## config.mk

```make
export PLATFORM = sky130hd
export DESIGN_NAME = rd_resp_router
export DESIGN_NICKNAME = d
export VERILOG_FILES = /design/src/rtl/rd_resp_router.sv
export SDC_FILE = /design/constraint.sdc
export NUM_CORES = 1
export LEC_CHECK = 0
export ABC_AREA = 1
export BUFFER_PORTS_ARGS = -buffer_cell sky130_fd_sc_hd__buf_2
export CORE_ASPECT_RATIO = 1.1
export CORE_MARGIN = 4
export CORE_UTILIZATION = 40
export DETAILED_ROUTE_END_ITERATION = 8
export HOLD_SLACK_MARGIN = 0.15
export PLACE_DENSITY = 0.8
export REMOVE_ABC_BUFFERS = 1
export SLEW_MARGIN = 20
export SYNTH_ARGS = -nofsm -noshare
export SYNTH_HDL_FRONTEND = slang
export SYNTH_SLANG_ARGS = --single-unit
```

## constraint.sdc

```tcl
create_clock -name aclk -period 1.73 [get_ports aclk]
set_input_delay 0.0865 -clock aclk [delete_from_list [all_inputs] [get_ports aclk]]
set_output_delay 0.0865 -clock aclk [all_outputs]
set_load 0.05 [all_outputs]
```

## src/rtl/rd_resp_router.sv

```systemverilog
// Master-side read response router: remembers which slave port issued each
// accepted read and steers the master's responses back in request order.
module rd_resp_router #(
    parameter int DATA_WIDTH = 32,
    parameter int DEPTH      = 8
) (
    input  logic                     aclk,
    input  logic                     aresetn,
    input  logic                     rd_req,
    input  logic                     slave_id,
    input  logic                     resp,
    input  logic [DATA_WIDTH-1:0]    rdata,
    output logic                     s0_resp,
    output logic                     s1_resp,
    output logic [DATA_WIDTH-1:0]    s_rdata,
    output logic                     rd_full,
    output logic [$clog2(DEPTH):0]   count,
    output logic                     err_overflow,
    output logic                     err_orphan
);

    localparam int PTR_W = $clog2(DEPTH);
    localparam int CNT_W = PTR_W + 1;

    logic             fifo_mem [DEPTH];
    logic [PTR_W-1:0] wr_ptr;
    logic [PTR_W-1:0] rd_ptr;
    logic             head;
    logic             pop;
    logic             push;

    assign rd_full = (count == CNT_W'(DEPTH));
    assign head    = fifo_mem[rd_ptr];
    // A response never pairs with a read acked in the same cycle, so an
    // empty FIFO drops the beat even if a push lands alongside it.
    assign pop     = resp && (count != '0);
    assign push    = rd_req && (!rd_full || pop);

    // NOTE: the ordering storage carries no reset; the count and pointers
    // alone decide which entries are valid, so stale contents are harmless.
    always_ff @(posedge aclk) begin
        if (push) begin
            fifo_mem[wr_ptr] <= slave_id;
        end
    end

    // NOTE: all sequential state uses non-blocking assignments so that a
    // full-FIFO push+pop reads the old head before the slot is rewritten.
    always_ff @(posedge aclk) begin
        if (!aresetn) begin
            wr_ptr       <= '0;
            rd_ptr       <= '0;
            count        <= '0;
            s0_resp      <= 1'b0;
            s1_resp      <= 1'b0;
            s_rdata      <= '0;
            err_overflow <= 1'b0;
            err_orphan   <= 1'b0;
        end else begin
            s0_resp <= pop && !head;
            s1_resp <= pop && head;
            if (pop) begin
                s_rdata <= rdata;
                rd_ptr  <= rd_ptr + PTR_W'(1);
            end
            if (push) begin
                wr_ptr <= wr_ptr + PTR_W'(1);
            end
            case ({push, pop})
                2'b10:   count <= count + CNT_W'(1);
                2'b01:   count <= count - CNT_W'(1);
                default: count <= count;
            endcase
            if (rd_req && rd_full && !pop) begin
                err_overflow <= 1'b1;
            end
            if (resp && !pop) begin
                err_orphan <= 1'b1;
            end
        end
    end

endmodule

```

# --- Word level (Yosys, flattened, before mapping) ---
# Memory sizes are Yosys's and may differ from the RTL's. A register that Yosys moved wholly into a read port is not among the register bits.
# Cells that the tools add are included.
totals:
  ram_bits: 8
  ff_bits: 46
  output_inout_bits: 41
  wordCells: 34
  memories: 1
  inputBits: 37
mem_list:
  columns: ["memory", "words", "width", "rd", "rd_clocked_by_memory_dff", "wr", "line", "rtl"]
  rows:
  - ["fifo_mem", 8, 1, 1, 1, 1, "25", "logic fifo_mem [DEPTH];"]
classes:
  n_reduce_logical: 13
  muxes: 5
  n_eq_ne: 3
  add_sub_neg: 4
op_table:
  columns: ["cell", "n"]
  rows:
  - ["case mux 4 bit (2 select lines)", 1]
  - ["logical AND 1 bit", 7]
  - ["adder 3 x 1 -> 3 bit (second input constant)", 2]
  - ["two-way mux 3 bit", 2]
  - ["adder 4 x 1 -> 4 bit (second input constant)", 1]
  - ["== test 4 bit (second input constant)", 1]
  - ["nonzero test 4 bit", 1]
  - ["subtractor 4 x 1 -> 4 bit (second input constant)", 1]
  - ["zero test 1 bit", 3]
  - ["== test 2 x 1 -> 1 bit (second input constant)", 1]
  - ["== test 2 bit (second input constant)", 1]
  - ["two-way mux 1 bit", 2]
  - ["nonzero test 2 bit", 1]
  - ["logical OR 1 bit", 1]

# --- Depth between registers and ports, before layout ---
# Gate-level depths: netlist of run 1.
depth:
  ltp_word: 6
  depth_mapped: 15
  ltp_nobuf: 14

# --- Least setup slack after synthesis of run 1 ---
# Ideal clock, no wire load.
synth_path:
  kind: "flip-flop to flip-flop"
  startpoint: "reg count[3]"
  endpoint: "reg err_overflow"
  synth_period_minus_slack_ns: 2.815
  t_arrival_ns: 2.745
  stages_incl_launch_ff: 5
  required_time_ns: 1.660
  slack_ns: -1.085
  setup_time_ns: 0.070
  path_cell_list: "dfxtp_1 > inv_1 > nor4_1 > nand3_1 > a21oi_1"
synth_between:
  elab_cells_between_ends: 6
  classes_between: "1 x eq/ne; 5 x reduce/logical"
synth_rtl:
  columns: ["item", "line", "rtl"]
  rows:
  - ["from (decl)", "17", "output logic [$clog2(DEPTH):0] count,"]
  - ["from (signal assigned)", "70", "2'b10: count <= count + CNT_W'(1);"]
  - ["from (signal assigned)", "71", "2'b01: count <= count - CNT_W'(1);"]
  - ["from (signal assigned)", "72", "default: count <= count;"]
  - ["== test 4 bit", "32", "assign rd_full = (count == CNT_W'(DEPTH));"]
  - ["named net rd_full", "16", "output logic rd_full,"]
  - ["logical AND 1 bit (2 in series)", "74", "if (rd_req && rd_full && !pop) begin"]
  - ["to (signal assigned)", "57", "err_overflow <= 1'b0;"]
  - ["to (signal assigned)", "75", "err_overflow <= 1'b1;"]
  - ["to (decl)", "18", "output logic err_overflow,"]
# The timed path passes the listed nets, and every way through them passes these cells.
# A chain may end at the register's enable or synchronous reset.

# --- Final worst setup path of run 1 ---
layout_path:
  startpoint: "reg count[0]"
  endpoint: "reg count[3]"
layout_between:
  elab_chain_len: 6
  elab_cells_between_ends: 12
  classes_between: "2 x add/sub; 3 x eq/ne; 1 x mux; 6 x reduce/logical"
layout_lines:
  columns: ["item", "line", "rtl"]
  rows:
  - ["== test 4 bit or nonzero test 4 bit (tied branches)", "32, 36", null]
  - ["zero test 1 bit or logical AND 1 bit (tied branches)", "37, 36", null]
  - ["logical OR 1 bit", "37", "assign push = rd_req && (!rd_full || pop);"]
  - ["logical AND 1 bit", "37", null]
  - ["== test 2 x 1 -> 1 bit or == test 2 bit (tied branches)", "69", "case ({push, pop})"]
  - ["case mux 4 bit (2 select lines) or nonzero test 2 bit (tied branches)", null, null]
# Parallel ways exist; a longest one is shown, timed or not.

==> results of run 1 <==
-- per-stage QoR --
| step | area, um^2 | util (%) | worst slack, ns |
|---|---|---|---|
| finish | 3440 | 62.9 | 0.0496 |
| floorplan | 2210 | - | -1.08 |
| global placement | 2760 | 50.5 | 0.0118 |
| CTS | 3390 | 62.1 | 0.00889 |
| detailed placement | 2760 | 50.5 | -0.118 |
| global route | 3440 | 62.9 | -0.0571 |
-- final timing paths --
path	start	cells after the start	endpoint
setup / recovery	count[0]	14	count[3]
hold / removal	aresetn	3	s_rdata[29]
setup reg to reg	count[0]	14	count[3]
hold reg to reg	err_overflow	2	err_overflow
-- cell usage in the layout (no fill, tap or decap), types with 8 or more instances in the layout --
cell type,count
o21ai_0,41
clkbuf_8,10
nor2_2,20
nor2_1,65
dfxtp_1,47
dlygate4sd3_1,35
inv_1,15
buf_2,77
a21oi_1,9
buf_4,10
nand2_1,23
edfxtp_1,8
-- layer usage --
metal	global-route usage, %	up-vias	wire (um)
met5	0	-	0
met2	32.1	59	3080
met3	5.76	10	305
li1	-	1119	-
met1	19.5	1009	2280
met4	7.83	0	98
-- kinds of logic after synthesis --
family,after synthesis,share of synthesized area (%)
AO/OA/AOI/OAI,54,11.8
XOR/XNOR,4,1.52
AND/OR/NAND/NOR,124,23.8
buffers and inverters,30,7.11
adder cells (fa/ha/maj),5,2.72
flip-flops,57,53.0
-- registers in the layout (all words and copies together), names as in the netlist, named ones only --
name and flops:
s1_resp 1, s_rdata 32, err_orphan 1, fifo_mem 8, count 4, wr_ptr 3, s0_resp 1, rd_ptr 3
err_overflow 1
-- worst max-delay path: cells and delay by family (launching register included) --
kind          cells  cell delay [ns]
flops             1             0.33
buf+inv           4             0.27
fa+ha+maj         1             0.17
simple gates      9             0.79
-- synthesized netlist by cell type (all sizes together) --
master / n / area [um^2]
nor2: 88 / 383
dfxtp: 49 / 981
o21ai: 43 / 215
nand2: 27 / 111
inv: 19 / 73.8
a21oi: 10 / 50.1
edfxtp: 8 / 240
buf: 6 / 70.1
clkbuf: 5 / 20.0
ha: 5 / 62.6
nand3: 5 / 30.0
xnor2: 2 / 17.5
xor2: 2 / 17.5
nand4: 1 / 6.26
nor3: 1 / 5.00
nor4: 1 / 6.26
o21a: 1 / 7.51
or2: 1 / 6.26
-- final cells by class --
class	count	area share (%)
Clock inverter	5	2.18
Sequential cell	57	35.6
Tap cell	75	2.73
Inverter	19	2.15
Multi-Input combinational cell	187	29.0
Clock buffer	11	4.73
Timing Repair Buffer	122	23.6
-- power by group through the flow --
| stage | Combinational (mW) | Sequential, mW | Clock, mW |
|---|---|---|---|
| final | 2.97 | 1.90 | 1.45 |
| after global routing | 3.23 | 1.94 | 1.55 |
| after CTS | 2.85 | 1.90 | 1.49 |
| after detailed placement | 2.70 | 1.91 | 0 |
| after global placement | 2.66 | 1.90 | 0 |
| after floorplan | 1.00 | 2.92 | 0 |
-- repair_timing --
action | 4_1_cts | 5_1_grt
hold buffers | 35 | 0
hold endpoints to repair | 41 | 0
cloned | 0 | 0
setup buffers | 1 | 0
pin swaps | 6 | 9
resized for setup | 12 | 10
endpoints found under the setup margin | 2 | 3
==> results_dict.tcl, run 1 <==
set metrics [dict create \
    ys_ff_latch 57 \
    antenna_found_initial 0 \
    ioPinCount 78 \
    clk_pin_slew_ns 0.07 \
    cts-buffers-inserted 9 \
    finalSetupViolations 0 \
    via_count 2197 \
    grt_pass1_wl_mm 9.67 \
    cp_slowest_cell "dfxtp_2" \
    crit_required_ns 1.97 \
    pwr-share-clk_pct 22.9 \
    switching_power_mw 2.82 \
    pwr-share-seq_pct 30.1 \
    min_path_type "in2reg" \
    grt-ovfl-total 0 \
    h-tree-depth 3 \
    synth.distinct_cells 27 \
    rsz0062_at_grt "true" \
    leakagePower_nw 1.60 \
    peakVddDrop_v 0.00139 \
    cts_root_buffer "clkbuf_8" \
    drtPass1Iterations 4 \
    filler_cell_count 464 \
    arrival_ns 1.92 \
    coreArea_um2 5470 \
    synthToLayoutAreaGrowth_pct 49.2 \
    fin_tns_setup_ns 0 \
    insertedDiodeCount 0 \
    crit_chain "nor2_4 > nand3_4 > nand2_4 > inv_4 > ha_4 > buf_4 > inv_1 > nand2_1 > nand2_2 > nand3_2 > nand3_1 > nand3_1 > nand2_1 > inv_1" \
    grt_pass1_vias 2133 \
    max_slew.worst_pin.slew_ns 0.508 \
    nNetsFinal 438 \
    yosys_warnings 0 \
    status "finished, final reports clean" \
    syn_inst 274 \
    regArea_um2 1220 \
    p_per_area_nw_per_um2 1840 \
    p_sw_share_pct 44.5 \
    grt_max_degree 38 \
    avgSynthCellArea_um2 8.41 \
    gp_congestion 0.878 \
    r2r_slack_ns 0.05 \
    power_mw 6.32 \
    fp.dieH_um 87.6 \
    drtAntennaViolNets 0 \
    clock_latency_ns 0.34 \
    fin_cells 476 \
    clock_path_buffers 2 \
    worst_clock_skew_ns 0.00635 \
    endpoint_kind "flop" \
    multi_input_area_um2 997 \
    cp-start-kind "flop" \
    wire_per_inst_um 12.1 \
    start_util_pct 42.1 \
    grt_util_all_layers_pct 18.0 \
    finalCritPeriodShare_pct 97.1 \
    combPwrFrac_pct 47.0 \
    fp.dieW_um 80.4 \
    whs_ns 0.157 \
    dp.cells 424 \
    post-route-min-period_ns 1.68 \
    path_max_fanout 3 \
    syn_area_um2 2300 \
    dieArea_um2 7040 \
    internal_power_mw 3.51 \
    cpPeakStageDelay_ns 0.33 \
    viasPerCell 4.62 \
    remaining_drc_errors 0 \
    maxCapViolCount 0 \
    drt_iter0_drc 109 \
    fmax_mhz 595 \
    finalHoldViolCount 0 \
    io_buffers 77 \
    place_hpwl_mm 3.58 \
    layout-drive-gt1-share_pct 35.4 \
    clock-sinks 57 \
    seq_area_frac_synth_pct 53.0 \
    slew_violations 0 \
    slew_headroom_pct 66.1 \
    rows 28 \
    path_class "reg2reg" \
    cts_tree "yes" \
    drt_wl_total_mm 5.77 \
]
Power figures use the tool's default switching activity.
==> run 2, diff against run 1 <==
- RECOVER_POWER: default -> 25
==> results_dict.tcl, run 2 (synthesis gave the netlist of run 1 again) <==
set metrics [dict create \
    grt_pass1_vias 2133 \
    remaining_drc_errors 0 \
    coreArea_um2 5470 \
    start_util_pct 42.1 \
    slew_headroom_pct 59.1 \
    cp-start-kind "flop" \
    fmax_mhz 595 \
    path_max_fanout 3 \
    finalCritPeriodShare_pct 97.2 \
    viasPerCell 4.62 \
    layout-drive-gt1-share_pct 30.9 \
    p_per_area_nw_per_um2 1840 \
    drt_wl_total_mm 5.80 \
    cts_root_buffer "clkbuf_8" \
    drtAntennaViolNets 0 \
    drtPass1Iterations 4 \
    filler_cell_count 474 \
    insertedDiodeCount 0 \
    leakagePower_nw 1.53 \
    nNetsFinal 438 \
    finalSetupViolations 0 \
    grt_util_all_layers_pct 18.0 \
    min_path_type "in2reg" \
    synthToLayoutAreaGrowth_pct 48.2 \
    post-route-min-period_ns 1.68 \
    h-tree-depth 3 \
    drt_iter0_drc 104 \
    largest_register_ff_count 32 \
    grt_pass1_wl_mm 9.67 \
    slew_violations 0 \
    regArea_um2 1220 \
    multi_input_area_um2 997 \
    wire_per_inst_um 12.2 \
    ioPinCount 78 \
    finalHoldViolCount 0 \
    place_hpwl_mm 3.58 \
    cp-startpoint "count[0]" \
    crit_required_ns 1.96 \
    layout_common_cells "65 x nor2_1, 59 x buf_2, 47 x dfxtp_1" \
    rsz0062_at_grt "true" \
    r2r_start "count[0]" \
    clock_path_buffers 2 \
    clk_pin_slew_ns 0.07 \
    clock-sinks 57 \
    grt_max_degree 38 \
    maxCapViolCount 0 \
    max_slew.worst_pin.slew_ns 0.615 \
    antenna_found_initial 0 \
    fin_cells 476 \
    cts_tree "yes" \
    r2r-end "count[3]" \
    r2r_slack_ns 0.05 \
    final_common_cell "nor2_1" \
    grt-ovfl-total 0 \
    clock_latency_ns 0.33 \
    dp.cells 424 \
    power_mw 6.29 \
    path_class "reg2reg" \
    via_count 2200 \
    cts-buffers-inserted 9 \
    reg_top3 "s_rdata x32, fifo_mem x8, count x4" \
    arrival_ns 1.91 \
    crit_end "count[3]" \
    top_register "s_rdata" \
    rows 28 \
    status "finished, final reports clean" \
    io_buffers 77 \
    fp.dieH_um 87.6 \
    endpoint_kind "flop" \
    peakVddDrop_v 0.00140 \
    gp_congestion 0.878 \
    worst_clock_skew_ns 0.00589 \
    dieArea_um2 7040 \
    fp.dieW_um 80.4 \
    r2r_cells 14 \
]
## run 2: cell count changes in the layout (fill, tap and decap cells not counted), sizes merged
cell	before	now
buf	87	69
clkbuf	11	29
## run 2: layer usage
| layer | wire [um] | GRT usage [%] | share of wire (%) |
|---|---|---|---|
| met4 | 75 | 7.83 | 1.3 |
| met3 | 314 | 5.76 | 5.4 |
| met5 | 0 | 0 | 0 |
| met2 | 3090 | 32.1 | 53 |
| met1 | 2310 | 19.5 | 40 |
## run 2: area by class of cell
class,count,share of cell area (%)
flip-flops and latches,57,35.8
clock buffers,11,4.76
repair buffers,122,23.1
clock inverters,5,2.20
well taps,75,2.75
multi-input cells,187,29.2
inverters,19,2.16
## run 2: where the power goes
group          switching, mW  internal (mW)
Sequential             0.215           1.69
Clock                  0.517          0.929
Combinational           2.09          0.855
Total                   2.82           3.48
## run 2: critical path: stages, from the launching register on
cell and delay, ns:
dfxtp_2 0.33, nor2_4 0.14, nand3_4 0.10, nand2_4 0.09
inv_4 0.05, ha_4 0.17, buf_4 0.13, inv_1 0.05
nand2_1 0.05, nand2_2 0.08, nand3_2 0.09, nand3_1 0.09
nand3_1 0.08, nand2_1 0.07, inv_1 0.04
## run 2: per-stage QoR
stage          setup TNS (ns)  instance area, um^2  util, %  setup slack [ns]  hold slack [ns]
2_1_floorplan           -4.45                 2210        -             -1.08            0.185
3_3_place_gp                0                 2760     50.5            0.0118            0.334
3_5_place_dp           -0.118                 2760     50.5            -0.118            0.344
4_1_cts                     0                 3390     62.1           0.00889            0.157
5_1_grt               -0.0990                 3410     62.5           -0.0571            0.190
6_report                    0                 3410     62.5            0.0491            0.160
## run 2: worst min-delay path by stage
stage	start	endpoint	slack (ns)	cells past startpoint
4_1_cts	aresetn	count[1]	0.16	3
6_report	aresetn	s_rdata[29]	0.16	3
2_1_floorplan	slave_id	fifo_mem[0]	0.19	0
3_5_place_dp	rdata[20]	s_rdata[20]	0.34	3
3_3_place_gp	rdata[1]	s_rdata[1]	0.33	3
5_1_grt	aresetn	s_rdata[29]	0.19	3
## run 2: what timing repair did
action / in CTS / in global routing
endpoints found under the setup margin: 2 / 3
resized for setup: 12 / 10
pin swaps: 6 / 9
buffers inserted: 1 / 0
hold endpoints to repair: 41 / 0
hold buffers: 35 / 0
==> run 3, diff against run 2 <==
- PLACE_DENSITY: 0.8 -> 0.78
- clock period: 1.73 -> 1.8 ns (I/O delays scaled with it)
==> results_dict.tcl, run 3 (synthesis gave the netlist of run 1 again) <==
set metrics [dict create \
    status "finished, final reports clean" \
    filler_cell_count 480 \
    coreArea_um2 5470 \
    endpoint_kind "flop" \
    cp_slowest_cell "dfxtp_2" \
    crit_chain "nor2_4 > nand3_2 > nand2_4 > inv_4 > ha_4 > nand2_1 > inv_1 > nor2_2 > ha_2 > a21oi_2 > xnor2_1 > o21ai_1 > inv_1" \
    cpPeakStageDelay_ns 0.33 \
    max_slew.worst_pin.slew_ns 0.633 \
    internal_power_mw 2.98 \
    crit_required_ns 2.01 \
    drtAntennaViolNets 0 \
    min_from "resp" \
    fp.dieH_um 87.6 \
    grt_max_degree 38 \
    nNetsFinal 438 \
    switching_power_mw 2.64 \
    io_buffers 77 \
    critPathBufInv 3 \
    drt_iter0_drc 102 \
    synthToLayoutAreaGrowth_pct 43.8 \
    clock_path_buffers 2 \
    drtPass1Iterations 4 \
    maxCapViolCount 0 \
    p_per_area_nw_per_um2 1700 \
    fmax_mhz 586 \
    fp.dieW_um 80.4 \
    cpLargestDelayFamily "simple AND/OR/NAND/NOR gates" \
    finalCritPeriodShare_pct 94.8 \
    remaining_drc_errors 0 \
    cpMostUsedCell "inv_1" \
    pwr-share-seq_pct 32.8 \
    min_path_type "in2reg" \
    grt_pass1_vias 2160 \
    cts_tree "yes" \
    path_max_fanout 4 \
    slew_headroom_pct 58.0 \
    slew_violations 0 \
    place_hpwl_mm 3.54 \
    cp-startpoint "count[0]" \
    grt_pass1_wl_mm 9.54 \
    h-tree-depth 3 \
    ioPinCount 78 \
    start_util_pct 42.1 \
    finalSetupViolations 0 \
    peakVddDrop_v 0.00132 \
    gp_congestion 0.918 \
    dieArea_um2 7040 \
    layout_common_cells "65 x nor2_1, 59 x buf_2, 47 x dfxtp_1" \
    cts_root_buffer "clkbuf_8" \
    antenna_found_initial 0 \
    drt_wl_total_mm 5.99 \
    worstSetupPathDepth 13 \
    final_common_cell "nor2_1" \
    combPwrFrac_pct 48.7 \
    clock-sinks 57 \
    r2r_start "count[0]" \
    rows 28 \
    power_mw 5.63 \
    r2r_cells 13 \
    arrival_ns 1.92 \
    via_count 2197 \
    worst_clock_skew_ns 0.00656 \
    clock_latency_ns 0.32 \
    path_class "reg2reg" \
    final_util_pct 60.6 \
    p_sw_share_pct 47.0 \
    dp.cells 422 \
    clk_pin_slew_ns 0.06 \
    reg_top3 "s_rdata x32, fifo_mem x8, count x4" \
    top_register "s_rdata" \
    insertedDiodeCount 0 \
    cp-start-kind "flop" \
    wire_per_inst_um 12.6 \
    hold_depth 4 \
    pwr-share-clk_pct 18.5 \
    fin_cells 476 \
    post-route-min-period_ns 1.71 \
    cts-buffers-inserted 9 \
    rsz0062_at_grt "true" \
    grt-ovfl-total 0 \
    finalHoldViolCount 0 \
    layout-drive-gt1-share_pct 28.7 \
    leakagePower_nw 1.49 \
    viasPerCell 4.62 \
    largest_register_ff_count 32 \
    grt_util_all_layers_pct 17.9 \
]
[run 3: through the flow]
step | hold slack [ns] | area (um^2) | setup WS, ns | setup TNS [ns]
2_1_floorplan | 0.189 | 2210 | -1.01 | -4.01
3_3_place_gp | 0.338 | 2750 | 0.0592 | 0
3_5_place_dp | 0.347 | 2750 | 0.0111 | 0
4_1_cts | 0.206 | 3290 | 0.0250 | 0
5_1_grt | 0.233 | 3310 | -0.0360 | -0.0690
6_report | 0.240 | 3310 | 0.0928 | 0
[run 3: final cells by class]
class | instances | area, um^2 | share of cell area, %
Sequential cell | 57 | 1230 | 37.0
Multi-Input combinational cell | 187 | 953 | 28.8
Timing Repair Buffer | 122 | 791 | 23.9
Clock buffer | 14 | 163 | 4.91
Tap cell | 75 | 93.8 | 2.83
Inverter | 19 | 73.8 | 2.23
Clock inverter | 2 | 12.5 | 0.378
[run 3: power groups by stage]
stage          Combinational [mW]  Sequential [mW]  Clock, mW
2_1_floorplan               0.962             2.80          0
4_1_cts                      2.67             1.81       1.08
3_5_place_dp                 2.57             1.84          0
3_3_place_gp                 2.53             1.82          0
5_1_grt                      2.95             1.88       1.14
6_report                     2.74             1.85       1.04
[run 3: final timing paths]
check | slack [ns] | to
worst max register to register | 0.09 | count[2]
worst min-delay path | 0.24 | err_orphan
worst max-delay path | 0.09 | count[2]
worst min register to register | 0.44 | err_overflow
[run 3: timing repair]
action	CTS	global route
setup buffers	1	1
hold buffers	36	0
setup endpoints to repair	1	4
resized for setup	1	12
endpoints found under the hold margin	42	0
pin swaps	2	4
[run 3: routing by layer]
metal  global-route usage, %  vias up  share of wire [%]
met5                       0        -                  0
met4                    7.83        0                2.7
met3                    6.07       14                3.5
met2                    33.7       51                 54
met1                    17.5     1009                 39
li1                        -     1123                  -
[run 3: worst register-to-register path, delay by kind of cell (launching register included)]
family	cells	cell delay (ns)
fa+ha+maj	2	0.36
flops	1	0.33
compound gates	2	0.15
xor+xnor	1	0.12
simple gates	5	0.51
buf+inv	3	0.14
